===== src/rtl/fifo_wr_arbiter_pkg.sv =====
// Shared state type, id-width helper and default sizing for the FIFO write-port arbiter.
// Used by fifo_wr_arbiter, its interface and the rr_pick round-robin picker.
package fifo_arb_pkg;

  typedef enum logic {
    IDLE  = 1'b0,
    BURST = 1'b1
  } arb_state_t;

  localparam int DEF_NUM_REQ    = 4;
  localparam int DEF_DATA_WIDTH = 8;
  localparam int DEF_MAX_BURST  = 4;

  // Index width for n producers; never collapses to zero bits.
  function automatic int id_w(input int n);
    return (n > 1) ? $clog2(n) : 1;
  endfunction

endpackage


===== src/rtl/fifo_wr_arbiter_if.sv =====
// Producer request bundle plus FIFO write-side signals around fifo_wr_arbiter.
// With FIFO_ARB_TAG_EN defined, fifo_data_in carries {grant_id, data}.
interface fifo_wr_arbiter_if #(
  parameter int NUM_REQ    = fifo_arb_pkg::DEF_NUM_REQ,
  parameter int DATA_WIDTH = fifo_arb_pkg::DEF_DATA_WIDTH
);
  import fifo_arb_pkg::*;

  localparam int ID_W = id_w(NUM_REQ);
`ifdef FIFO_ARB_TAG_EN
  localparam int WORD_W = DATA_WIDTH + ID_W;
`else
  localparam int WORD_W = DATA_WIDTH;
`endif

  logic [NUM_REQ-1:0]            req_valid;
  logic [NUM_REQ-1:0]            req_last;
  logic [NUM_REQ*DATA_WIDTH-1:0] req_data;
  logic [NUM_REQ-1:0]            req_ready;
  logic                          fifo_full;
  logic                          fifo_wr_en;
  logic [WORD_W-1:0]             fifo_data_in;
  logic [ID_W-1:0]               grant_id;
  logic                          busy;

  // master: producers plus the FIFO side; slave: the arbiter itself
  modport master (
    output req_valid, req_last, req_data, fifo_full,
    input  req_ready, fifo_wr_en, fifo_data_in, grant_id, busy
  );

  modport slave (
    input  req_valid, req_last, req_data, fifo_full,
    output req_ready, fifo_wr_en, fifo_data_in, grant_id, busy
  );

endinterface


===== src/rtl/fifo_wr_arbiter_rr_pick.sv =====
// Combinational round-robin picker: first valid index strictly after last_grant, wrapping at NUM_REQ.
// Zero latency; found=0 when no bit of valid is set.
module rr_pick #(
  parameter int NUM_REQ = 4,
  parameter int ID_W    = 2
) (
  input  logic [NUM_REQ-1:0] valid,
  input  logic [ID_W-1:0]    last_grant,
  output logic [ID_W-1:0]    idx,
  output logic               found
);

  // Explicit subtract instead of % keeps non-power-of-two NUM_REQ free of a divider.
  function automatic int wrap_idx(input int base, input int off);
    int c;
    c = base + off;
    if (c >= NUM_REQ) c = c - NUM_REQ;
    return c;
  endfunction

  // Scan farthest offset first so the nearest valid index is the last one written.
  always_comb begin
    idx   = '0;
    found = 1'b0;
    for (int off = NUM_REQ; off >= 1; off--) begin
      if (valid[wrap_idx(int'(last_grant), off)]) begin
        idx   = ID_W'(wrap_idx(int'(last_grant), off));
        found = 1'b1;
      end
    end
  end

endmodule


===== src/rtl/fifo_wr_arbiter.sv =====
// Round-robin owner of one FIFO write port: 1-cycle arbitration in IDLE, then up to MAX_BURST single-cycle writes.
// fifo_full drops the owner's ready and stalls the burst in place; an owner that goes invalid loses the port. Macro: FIFO_ARB_TAG_EN.
module fifo_wr_arbiter
  import fifo_arb_pkg::*;
#(
  parameter int NUM_REQ    = DEF_NUM_REQ,
  parameter int DATA_WIDTH = DEF_DATA_WIDTH,
  parameter int MAX_BURST  = DEF_MAX_BURST
) (
  input  logic             clk,
  input  logic             rstn,
  fifo_wr_arbiter_if.slave bus
);

  localparam int ID_W  = id_w(NUM_REQ);
  localparam int CNT_W = $clog2(MAX_BURST + 1);
  localparam logic [ID_W-1:0]  LAST_RST = ID_W'(NUM_REQ - 1);
  localparam logic [CNT_W-1:0] CNT_END  = CNT_W'(MAX_BURST - 1);

  arb_state_t            state_q, state_d;
  logic [ID_W-1:0]       grant_q, grant_d;
  logic [ID_W-1:0]       last_q, last_d;
  logic [CNT_W-1:0]      cnt_q, cnt_d;
  logic [ID_W-1:0]       pick_idx;
  logic                  pick_found;
  logic                  own_valid;
  logic                  own_last;
  logic                  xfer;
  logic [DATA_WIDTH-1:0] own_data;

  rr_pick #(
    .NUM_REQ (NUM_REQ),
    .ID_W    (ID_W)
  ) u_pick (
    .valid      (bus.req_valid),
    .last_grant (last_q),
    .idx        (pick_idx),
    .found      (pick_found)
  );

  assign own_valid = bus.req_valid[grant_q];
  assign own_last  = bus.req_last[grant_q];
  assign own_data  = bus.req_data[int'(grant_q) * DATA_WIDTH +: DATA_WIDTH];
  assign bus.grant_id = grant_q;

`ifdef FIFO_ARB_TAG_EN
  assign bus.fifo_data_in = {grant_q, own_data};
`else
  assign bus.fifo_data_in = own_data;
`endif

  // last_grant resets to NUM_REQ-1 so producer 0 is searched first.
  always_ff @(posedge clk) begin
    if (!rstn) begin
      state_q <= IDLE;
      grant_q <= '0;
      last_q  <= LAST_RST;
      cnt_q   <= '0;
    end else begin
      state_q <= state_d;
      grant_q <= grant_d;
      last_q  <= last_d;
      cnt_q   <= cnt_d;
    end
  end

  always_comb begin
    state_d        = state_q;
    grant_d        = grant_q;
    last_d         = last_q;
    cnt_d          = cnt_q;
    xfer           = 1'b0;
    bus.req_ready  = '0;
    bus.fifo_wr_en = 1'b0;
    bus.busy       = 1'b0;
    case (state_q)
      IDLE: begin
        if (pick_found) begin
          state_d = BURST;
          grant_d = pick_idx;
          last_d  = pick_idx;
          cnt_d   = '0;
        end
      end
      BURST: begin
        bus.busy               = 1'b1;
        bus.req_ready[grant_q] = !bus.fifo_full;
        xfer                   = own_valid && !bus.fifo_full;
        bus.fifo_wr_en         = xfer;
        if (!own_valid) begin
          state_d = IDLE;
        end else if (xfer) begin
          if (own_last || (cnt_q == CNT_END)) state_d = IDLE;
          else                                cnt_d   = cnt_q + CNT_W'(1);
        end
      end
      default: state_d = IDLE;
    endcase
  end

  a_no_write_when_full: assert property (@(posedge clk) disable iff (!rstn)
    !(bus.fifo_wr_en && bus.fifo_full));

  a_ready_onehot0: assert property (@(posedge clk) disable iff (!rstn)
    $onehot0(bus.req_ready));

endmodule


===== src/flat_wrapper.sv =====
// flat-port wrapper written by rule: the top's interface ports become plain ports
module fifo_wr_arbiter_flat import fifo_arb_pkg::*;
#(
  parameter int NUM_REQ    = DEF_NUM_REQ,
  parameter int DATA_WIDTH = DEF_DATA_WIDTH,
  parameter int MAX_BURST  = DEF_MAX_BURST
)
  (clk, rstn, bus_req_valid, bus_req_last, bus_req_data, bus_fifo_full, bus_req_ready, bus_fifo_wr_en, bus_fifo_data_in, bus_grant_id, bus_busy);
  fifo_wr_arbiter_if #(.NUM_REQ(NUM_REQ), .DATA_WIDTH(DATA_WIDTH)) bus_i ();
  input  logic clk;
  input  logic rstn;
  input wire logic [$bits(bus_i.req_valid)-1:0] bus_req_valid;
  input wire logic [$bits(bus_i.req_last)-1:0] bus_req_last;
  input wire logic [$bits(bus_i.req_data)-1:0] bus_req_data;
  input wire logic [$bits(bus_i.fifo_full)-1:0] bus_fifo_full;
  output wire logic [$bits(bus_i.req_ready)-1:0] bus_req_ready;
  output wire logic [$bits(bus_i.fifo_wr_en)-1:0] bus_fifo_wr_en;
  output wire logic [$bits(bus_i.fifo_data_in)-1:0] bus_fifo_data_in;
  output wire logic [$bits(bus_i.grant_id)-1:0] bus_grant_id;
  output wire logic [$bits(bus_i.busy)-1:0] bus_busy;
  assign bus_i.req_valid = bus_req_valid;
  assign bus_i.req_last = bus_req_last;
  assign bus_i.req_data = bus_req_data;
  assign bus_i.fifo_full = bus_fifo_full;
  assign bus_req_ready = bus_i.req_ready;
  assign bus_fifo_wr_en = bus_i.fifo_wr_en;
  assign bus_fifo_data_in = bus_i.fifo_data_in;
  assign bus_grant_id = bus_i.grant_id;
  assign bus_busy = bus_i.busy;
  fifo_wr_arbiter #(.NUM_REQ(NUM_REQ), .DATA_WIDTH(DATA_WIDTH), .MAX_BURST(MAX_BURST)) u_core (.clk(clk), .rstn(rstn), .bus(bus_i));
endmodule

===== config.mk =====
export PLATFORM = sky130hd
export DESIGN_NAME = fifo_wr_arbiter_flat
export DESIGN_NICKNAME = d
export VERILOG_FILES = /design/src/rtl/fifo_wr_arbiter_pkg.sv /design/src/rtl/fifo_wr_arbiter_if.sv /design/src/rtl/fifo_wr_arbiter_rr_pick.sv /design/src/rtl/fifo_wr_arbiter.sv /design/src/flat_wrapper.sv
export SDC_FILE = /design/constraint.sdc
export NUM_CORES = 1
export LEC_CHECK = 0
export CELL_PAD_IN_SITES_DETAIL_PLACEMENT = 1
export CELL_PAD_IN_SITES_GLOBAL_PLACEMENT = 1
export CORE_MARGIN = 8
export CORE_UTILIZATION = 22
export CTS_CLUSTER_DIAMETER = 120
export CTS_CLUSTER_SIZE = 25
export DETAILED_ROUTE_END_ITERATION = 16
export MAX_ROUTING_LAYER = met4
export PLACE_DENSITY_LB_ADDON = 0.1
export SLEW_MARGIN = 10
export SYNTH_ARGS = -nofsm -noshare
export SYNTH_HDL_FRONTEND = slang
export SYNTH_SLANG_ARGS = --single-unit

===== constraint.sdc =====
create_clock -name clk -period 1.8 [get_ports clk]
set_input_delay 0.54 -clock clk [delete_from_list [all_inputs] [get_ports clk]]
set_output_delay 0.54 -clock clk [all_outputs]
set_load 0.02 [all_outputs]

======== Yosys cells after proc, flatten, opt, wreduce, memory -nomap -nowiden ========
Cells that the tools add are included.
operators by class
  add/sub/neg operators ................... 9
  $lt $le $gt $ge ......................... 10
  equality and inequality tests ........... 5
  shift operators ......................... 1
  muxes and demuxes ....................... 43
  bitwise gates (word level) .............. 2
  reduce and logical (&&, ||, !) cells .... 6
operators with widths
  kind                                                                   count
  32-bit by 4-bit < comparator with 1-bit output, second input constant  4
  32-bit 2-to-1 mux                                                      4
  32-bit by 6-bit variable part select with 8-bit output                 1
  1-bit 2-to-1 mux                                                       21
  1-bit binary-select mux with 2-bit select                              6
  3-bit 2-to-1 mux                                                       4
  3-bit by 3-bit subtractor with 4-bit output, second input constant     3
  3-bit >= comparator, second input constant                             3
  2-bit 2-to-1 mux                                                       4
  2-bit by 2-bit adder with 3-bit output, second input constant          2
  2-bit != test, second input constant                                   3
  3-bit one-hot mux with 2 select lines                                  1
  4-bit by 3-bit subtractor with 5-bit output, second input constant     1
  2-bit by 3-bit adder with 4-bit output, second input constant          1
  4-bit bitwise AND                                                      1
  4-bit by 3-bit >= comparator with 1-bit output, second input constant  1
  4-bit 2-to-1 mux                                                       1
  4-bit AND reduction                                                    1
  2-bit by 1-bit adder with 3-bit output, second input constant          1
  3-bit by 1-bit adder with 3-bit output, second input constant          1
  3-bit by 2-bit == test with 1-bit output, second input constant        1
  2-bit by 3-bit < comparator with 1-bit output, second input constant   1
  1-bit demux with 2-bit select                                          1
  2-bit by 1-bit >= comparator with 1-bit output, second input constant  1
  7 further kinds                                                        8
word-level totals
  flip-flop bits (word level) ............. 8
  bits of input ports ..................... 43
  output and inout port bits .............. 16
  word-level logic and storage cells ...... 80

======== Logic depth before layout (Yosys ltp) ========
  word-level depth ........................ 12
  gate-level depth with buffers ........... 5
  mapped depth without buffers ............ 5

======== Hierarchy ========
A second synthesis with hierarchy kept.
second synthesis, totals
  cells, all modules ...................... 72
  area, all modules ....................... 755.7 um^2
modules (own cells, without submodules)
  module           instances  cells an instance  area an instance (um^2)  seq. area each (um^2)
  fifo_wr_arbiter  1          58                 664.4                    160.2
  rr_pick          1          14                 91.3                     0.0

======== Least setup slack after synthesis ========
OpenSTA, ideal clock, no wires.
  kind .................................... register to output
  from .................................... reg u_core.grant_q[0] (netlist: u_core.bus.grant_id[0])
  to ...................................... out bus_req_ready[1]
  arrival ................................. 1488 ps
  data required time ...................... 1260 ps
  slack ................................... -228 ps
  stages on the path, launching flop included .. 4
  path buffers ............................ 1
  path through ............................ dfxtp_1 > buf_2 > inv_1 > nor3b_1
on the way
  word-level cells in the longest chain between the ends .. 6
  elaborated cells on any way between the ends .. 7
  classes of those cells .................. order compare (2); mux (3); bitwise (1); reduce/logical (1)
RTL lines
  element                                                                                                                                RTL line               text
  from (decl)                                                                                                                            fifo_wr_arbiter.sv:21  logic [ID_W-1:0] grant_q, grant_d;
  from (signal assigned)                                                                                                                 fifo_wr_arbiter.sv:61  grant_q <= grant_d;
  2-bit by 3-bit < comparator with 1-bit output (implied by the code) or 2-bit by 1-bit >= comparator with 1-bit output (tied branches)  fifo_wr_arbiter.sv:87  bus.req_ready[grant_q] = !bus.fifo_full;
  1-bit logical AND (implied by the code)                                                                                                fifo_wr_arbiter.sv:87
  1-bit 2-to-1 mux (implied by the code)                                                                                                 fifo_wr_arbiter.sv:87
  1-bit demux with 2-bit select (*)                                                                                                      -
  4-bit bitwise AND (no source line) (*)                                                                                                 -
  4-bit 2-to-1 mux (*)                                                                                                                   fifo_wr_arbiter.sv:76  case (state_q)
  to (decl)                                                                                                                              flat_wrapper.sv:16     output wire logic [$bits(bus_i.req_ready)-1:0] bus_req_ready;
Mark *: on every way between the ends. The rest lies on a longest branch, timed or not.

======== Worst setup path in the final report ========
  from .................................... reg u_core.grant_q[0] (netlist: u_core.bus.grant_id[0])
  to ...................................... out bus_fifo_wr_en
on the way
  word-level cells in the longest chain between the ends .. 4
RTL lines
  element                                    RTL line               text
  1-bit binary-select mux with 2-bit select  fifo_wr_arbiter.sv:41  assign own_valid = bus.req_valid[grant_q];
  1-bit 2-to-1 mux (implied by the code)     fifo_wr_arbiter.sv:41
  1-bit logical AND                          fifo_wr_arbiter.sv:88  xfer = own_valid && !bus.fifo_full;
  1-bit 2-to-1 mux                           fifo_wr_arbiter.sv:76
  to (decl)                                  flat_wrapper.sv:17     output wire logic [$bits(bus_i.fifo_wr_en)-1:0] bus_fifo_wr_en;
Every way passes these cells. The select of a mux whose other input is x is not followed.

==> summary.txt <==
status: finished with violations
violated checks: setup timing
PD cells: 533 nW/µm²
largest net degree at the start of global routing: 10
Clk pin slew, worst setup/hold paths: 60 ps
CP cell instances: mux4_2 > and2_4 > buf_6
Via density: 4.54
overall routed net length: 3.06 mm
Layout Cells excl Fill: 186
area share of the largest cell type after synthesis: 31.7%
Flop pwr share: 26.8%
post-route cell area: 1440 µm²
Hold Path Class: flop to flop
clk sinks: 8
Global Route Usage Sum: 12.0%
Sw Share: 33.1%
CTS Buf Count: 3
sw power: 0.254 mW
fin crit share: 109%
first-pass GRT wire length: 4.78 mm
area of the core: 3050 µm²
placed cell area: 1440 µm²
ANT cells: 0
Detail Route Antenna Nets: 0
Slew Viols, Final: 0
compound-cell area share of the yosys netlist: 10.7%
peak supply drop: 455 µV
CTS tree: built
Fmax: 508 MHz
Worst path max stage delay: 530 ps
die width: 72.8 µm
worst slack, placed: -955 ps
sequential area share after synthesis: 22.5%
total power: 0.767 mW
post-synthesis mux area share: 37.5%
cell total after placement: 181
most area-consuming cells after synthesis: mux4_2, dfxtp_1, mux2i_1, ha_1, nor2_1
setup slack, reg-to-reg: 150 ps
Max clock buf depth: 2
critical path required time: 1260 ps
max_cap viols: 0
Core Rows: 20
Die H: 72.8 µm
Area growth syn-to-layout: 102%
worst skew pair latency: 250 ps
worst-path fanout max: 3
leakage: 0.668 nW
CP endpoint kind: output pin
Adder-Cell Fraction of Synth Area: 3.52%
I/O pins: 59
xor/xnor share of the synthesized area: 0%
Syn Area/Cell: 10.2 µm²
Layout Skew: 7.82 ps
utilization after layout: 47.1%
Finish-stage setup viols: 9
Clock Root Buffer: clkbuf_4
Worst Tran Pin Value: 343 ps
slowest CP cell: mux4_2
Starting Density: 23.3%
main combinational cell family by area after synthesis: multiplexers
total number of vias: 845
distinct cell type count after synthesis: 28
initial drt markers: 23
Post-CTS Hold Buffers: 0
Die ar.: 5300 µm²
fraction of layout cells with a size suffix above 1: 40.1%
vias in the first global route: 911
initial antenna violation count: 0
DR pass1 iterations: 6
detailed placement HPWL: 2.71 mm
DRC: 0
remaining global-route overflow: 0
Final nets: 189
crit start category: flop
final worst slack: -170 ps
YS warnings: 0
area share of and/or/nand/nor cells after synthesis: 20.6%
clock power share: 17.5%
slew margin rel.: 76.9%
Yosys reg bits: 8
routability cong.: 0.716
area leader, netlist: mux4_2
RSZ-0062 raised after global routing: yes
routed length per placed instance: 16.5 µm
CP Class: flop to output pin
internal power: 0.513 mW
Final min period: 1970 ps
Syn Inst Count: 70
Synthesized Nets: 115
H-tree Lvls: 1
Syn Std Cell Area: 711 µm²
Data arrival, critical path: 1430 ps
endpoints failing hold: 0
part of the power in combinational logic: 55.7%
IO buf count: 58
[power by group through the flow]
| stage | Sequential (mW) | Clock (mW) | Combinational (mW) |
|---|---|---|---|
| after floorplan | 0.220 | 0 | 0.194 |
| after global placement | 0.207 | 0 | 0.434 |
| after detailed placement | 0.208 | 0 | 0.440 |
| after CTS | 0.206 | 0.137 | 0.430 |
| after global routing | 0.208 | 0.150 | 0.460 |
| final | 0.205 | 0.134 | 0.427 |
[Yosys cell counts]
cell type	count
mux4_2	10
nor2_1	6
clkbuf_1	1
nor3b_1	2
nor2_4	1
nand2_4	1
and2_4	1
nand3b_1	2
nand2b_1	1
o211a_1	1
buf_2	2
nand2_1	3
o211ai_1	2
dfxtp_1	8
a21oi_1	4
ha_1	2
buf_1	1
a22oi_1	1
nor2b_1	2
o21ai_0	2
or2_2	1
nor4_1	1
inv_1	5
mux2i_1	3
mux2_2	1
a211oi_1	1
nand3_1	4
o22ai_1	1
[sequential cells by signal, indices dropped and copies added, names as in the netlist]
signal and cells:
u_core.cnt_q 3, u_core.last_q 2, u_core.state_q 1, u_core.bus.grant_id 2
[metal layers]
| metal | part of all wire [%] | vias to the layer above | GRT usage (%) | wire length, µm |
|---|---|---|---|---|
| met4 | 0 | 0 | 1.33 | 0 |
| met3 | 4.8 | 0 | 3.02 | 148 |
| li1 | - | 412 | - | - |
| met5 | 0 | - | - | 0 |
| met1 | 38 | 409 | 11.9 | 1160 |
| met2 | 57 | 24 | 23.4 | 1750 |
[critical path: cells and delay by family, from the launching register on]
family        cells  cell delay [ps]
flops             1              370
simple gates      1              170
buf+inv           1              120
mux               1              530
[final cells by class]
type                       count  area, µm²
inverter                       5       18.8
multi-input combinational     53        527
fill                         378       1610
tap                           44       55.1
clock buffer                   3       22.5
timing repair buffer          73        652
sequential                     8        164
[stage by stage]
| step | hold slack, ps | TNS, ps |
|---|---|---|
| final | 474 | -1320 |
| after global routing | 515 | -1810 |
| after CTS | 482 | -1430 |
| after detailed placement | 474 | -11410 |
| after global placement | 459 | -11030 |
| after floorplan | 450 | 0 |
[logic make-up (layout without fill, tap and decap cells)]
logic type                 count (synthesis)  count (layout)
buffers and inverters                      9              81
adders and majority gates                  2               2
AOI/OAI and AO/OA                         12              12
DFF                                        8               8
and+or+nand+nor                           25              25
muxes                                     14              14
[timing repair]
action,CTS,global route
pin swaps,1,1
setup buffers,1,2
endpoints found under the hold margin,0,0
resized for setup,137,4
setup endpoints to repair,19,14
[layout by cell type, fill, tap and decap left out, types with 2 or more instances in the layout]
| cell type | synthesis | routed |
|---|---|---|
| dlygate4sd2_1 | 0 | 32 |
| buf_4 | 0 | 15 |
| buf_6 | 0 | 14 |
| mux4_2 | 10 | 10 |
| dfxtp_1 | 8 | 7 |
| nor2_1 | 6 | 6 |
| clkdlybuf4s50_1 | 0 | 5 |
| inv_1 | 5 | 4 |
| a21oi_1 | 4 | 4 |
| nand3_1 | 4 | 4 |
| nand2_1 | 3 | 3 |
| mux2i_1 | 3 | 3 |
| clkbuf_4 | 0 | 3 |
| buf_2 | 2 | 3 |
| nor3b_2 | 0 | 2 |
| o21ai_0 | 2 | 2 |
| o211ai_1 | 2 | 2 |
| nand3b_1 | 2 | 2 |
| ha_1 | 2 | 2 |
| clkdlybuf4s15_1 | 0 | 2 |
[worst paths after layout]
check	from	to	cells past startpoint
setup reg to reg	u_core.bus.grant_id[0]	u_core.cnt_q[0]	7
hold reg to reg	u_core.cnt_q[2]	u_core.cnt_q[2]	2
hold / removal	u_core.cnt_q[2]	u_core.cnt_q[2]	2
setup / recovery	u_core.bus.grant_id[0]	bus_fifo_wr_en	3
No activity file was read; power rests on OpenSTA's default activity.
==> patch, RTL diff (same settings) <==
Make the reset (`rstn`) asynchronous in one clocked block.
--- a/src/rtl/fifo_wr_arbiter.sv
+++ b/src/rtl/fifo_wr_arbiter.sv
@@ -50,7 +50,7 @@
 `endif
 
   // last_grant resets to NUM_REQ-1 so producer 0 is searched first.
-  always_ff @(posedge clk) begin
+  always_ff @(posedge clk or negedge rstn) begin
     if (!rstn) begin
       state_q <= IDLE;
       grant_q <= '0;
Formal check against the unedited RTL: differs if rstn is asserted again (counterexample within 4 cycles, from zero or initial values and one cycle with rstn low); with rstn held inactive, the same outputs for 10 cycles.
==> patch against the unedited design <==
  * The run still ends with negative setup slack left
  * Global-route usage decreased by 0.55 points
  * Critical endpoint unchanged
  * Final cell count is 9.1% higher
  * Synthesized area increased by 13%
  * Sequential cell count stayed put
  * Critical path type unchanged
  * Final area rose by 13%
  * Worst setup slack worse by 0.081 ns
  * Routed wire length rose by 10%
  * Clock skew grew 0.0031 ns
Power is not compared: it rests on default switching activity, and its combinational part moved more than twofold at a synthesized area within 25%.
==> patch: results <==
[sta]
setup_viol_count_final = 12
tightest_slew_ns = 0.369
fin_skew_ns = 0.0109
fin_ws_ns = -0.251

[layout]
multi_input_area_share_pct = 36.4
n_all_inverters = 3
bufAreaShareNonClock_pct = 45.0
clk_share_pct = 1.61
clkbuf_count = 4
num-nonclk-buffers = 82
regArea_um2 = 205

[cts]
postCtsSetupRepairBufs = 2

[yosys]
synthCells = 75
synth_common_cells = "nand2_1, mux2i_1, mux4_2"
synthArstFlopShare_pct = 100
syn-num-nets = 120
synthFlopType = "dfrtp_1"
synth_fa_ha_area_share_pct = 3.11

[route]
firstDrtPassIters = 4
vias = 944
first_iter_violations = 26
wl_per_cell_um = 16.6

[placement]
dp.cells = 194
placed_area_um2 = 1570
gp_congestion = 0.740

[worst_hold_path]
min_from = "u_core.cnt_q[1]$_DFFE_PN0P_"

[worst_setup_path]
worst_path_largest_cell_delay_ns = 0.46
cp_data_arrival_time_ns = 1.51

[run_status]
status = "finished, violations left"
violations = "negative setup slack"

[global_routing]
grt_max_degree = 11
patch: cell types whose count changed in the layout (fill, tap and decap cells not counted), sizes merged, moves of 3 or more:
cell | unedited run | this run
buf | 32 | 37
dfrtp | 0 | 6
mux2i | 3 | 7
nor3b | 2 | 5
dlygate4sd2 | 32 | 38
nor2 | 7 | 2
nand3 | 4 | 0
a21oi | 4 | 1
nand2b | 1 | 5
nand2 | 4 | 8
dfxtp | 8 | 0
patch: metrics by stage:
step                      setup WS [ns]  TNS [ns]
after floorplan                 -0.0233    -0.117
after global placement           -0.867    -11.18
after detailed placement         -0.908    -11.25
after CTS                        -0.293     -2.80
after global routing             -0.321     -3.27
final                            -0.251     -2.50
patch: layer usage:
metal / track usage [%] / vias to the layer above / share of wire [%]
li1: - / 445 / -
met1: 13.7 / 456 / 44
met2: 18.5 / 39 / 49
met3: 2.48 / 4 / 5.3
met4: 4.04 / 0 / 1.0
met5: - / - / 0
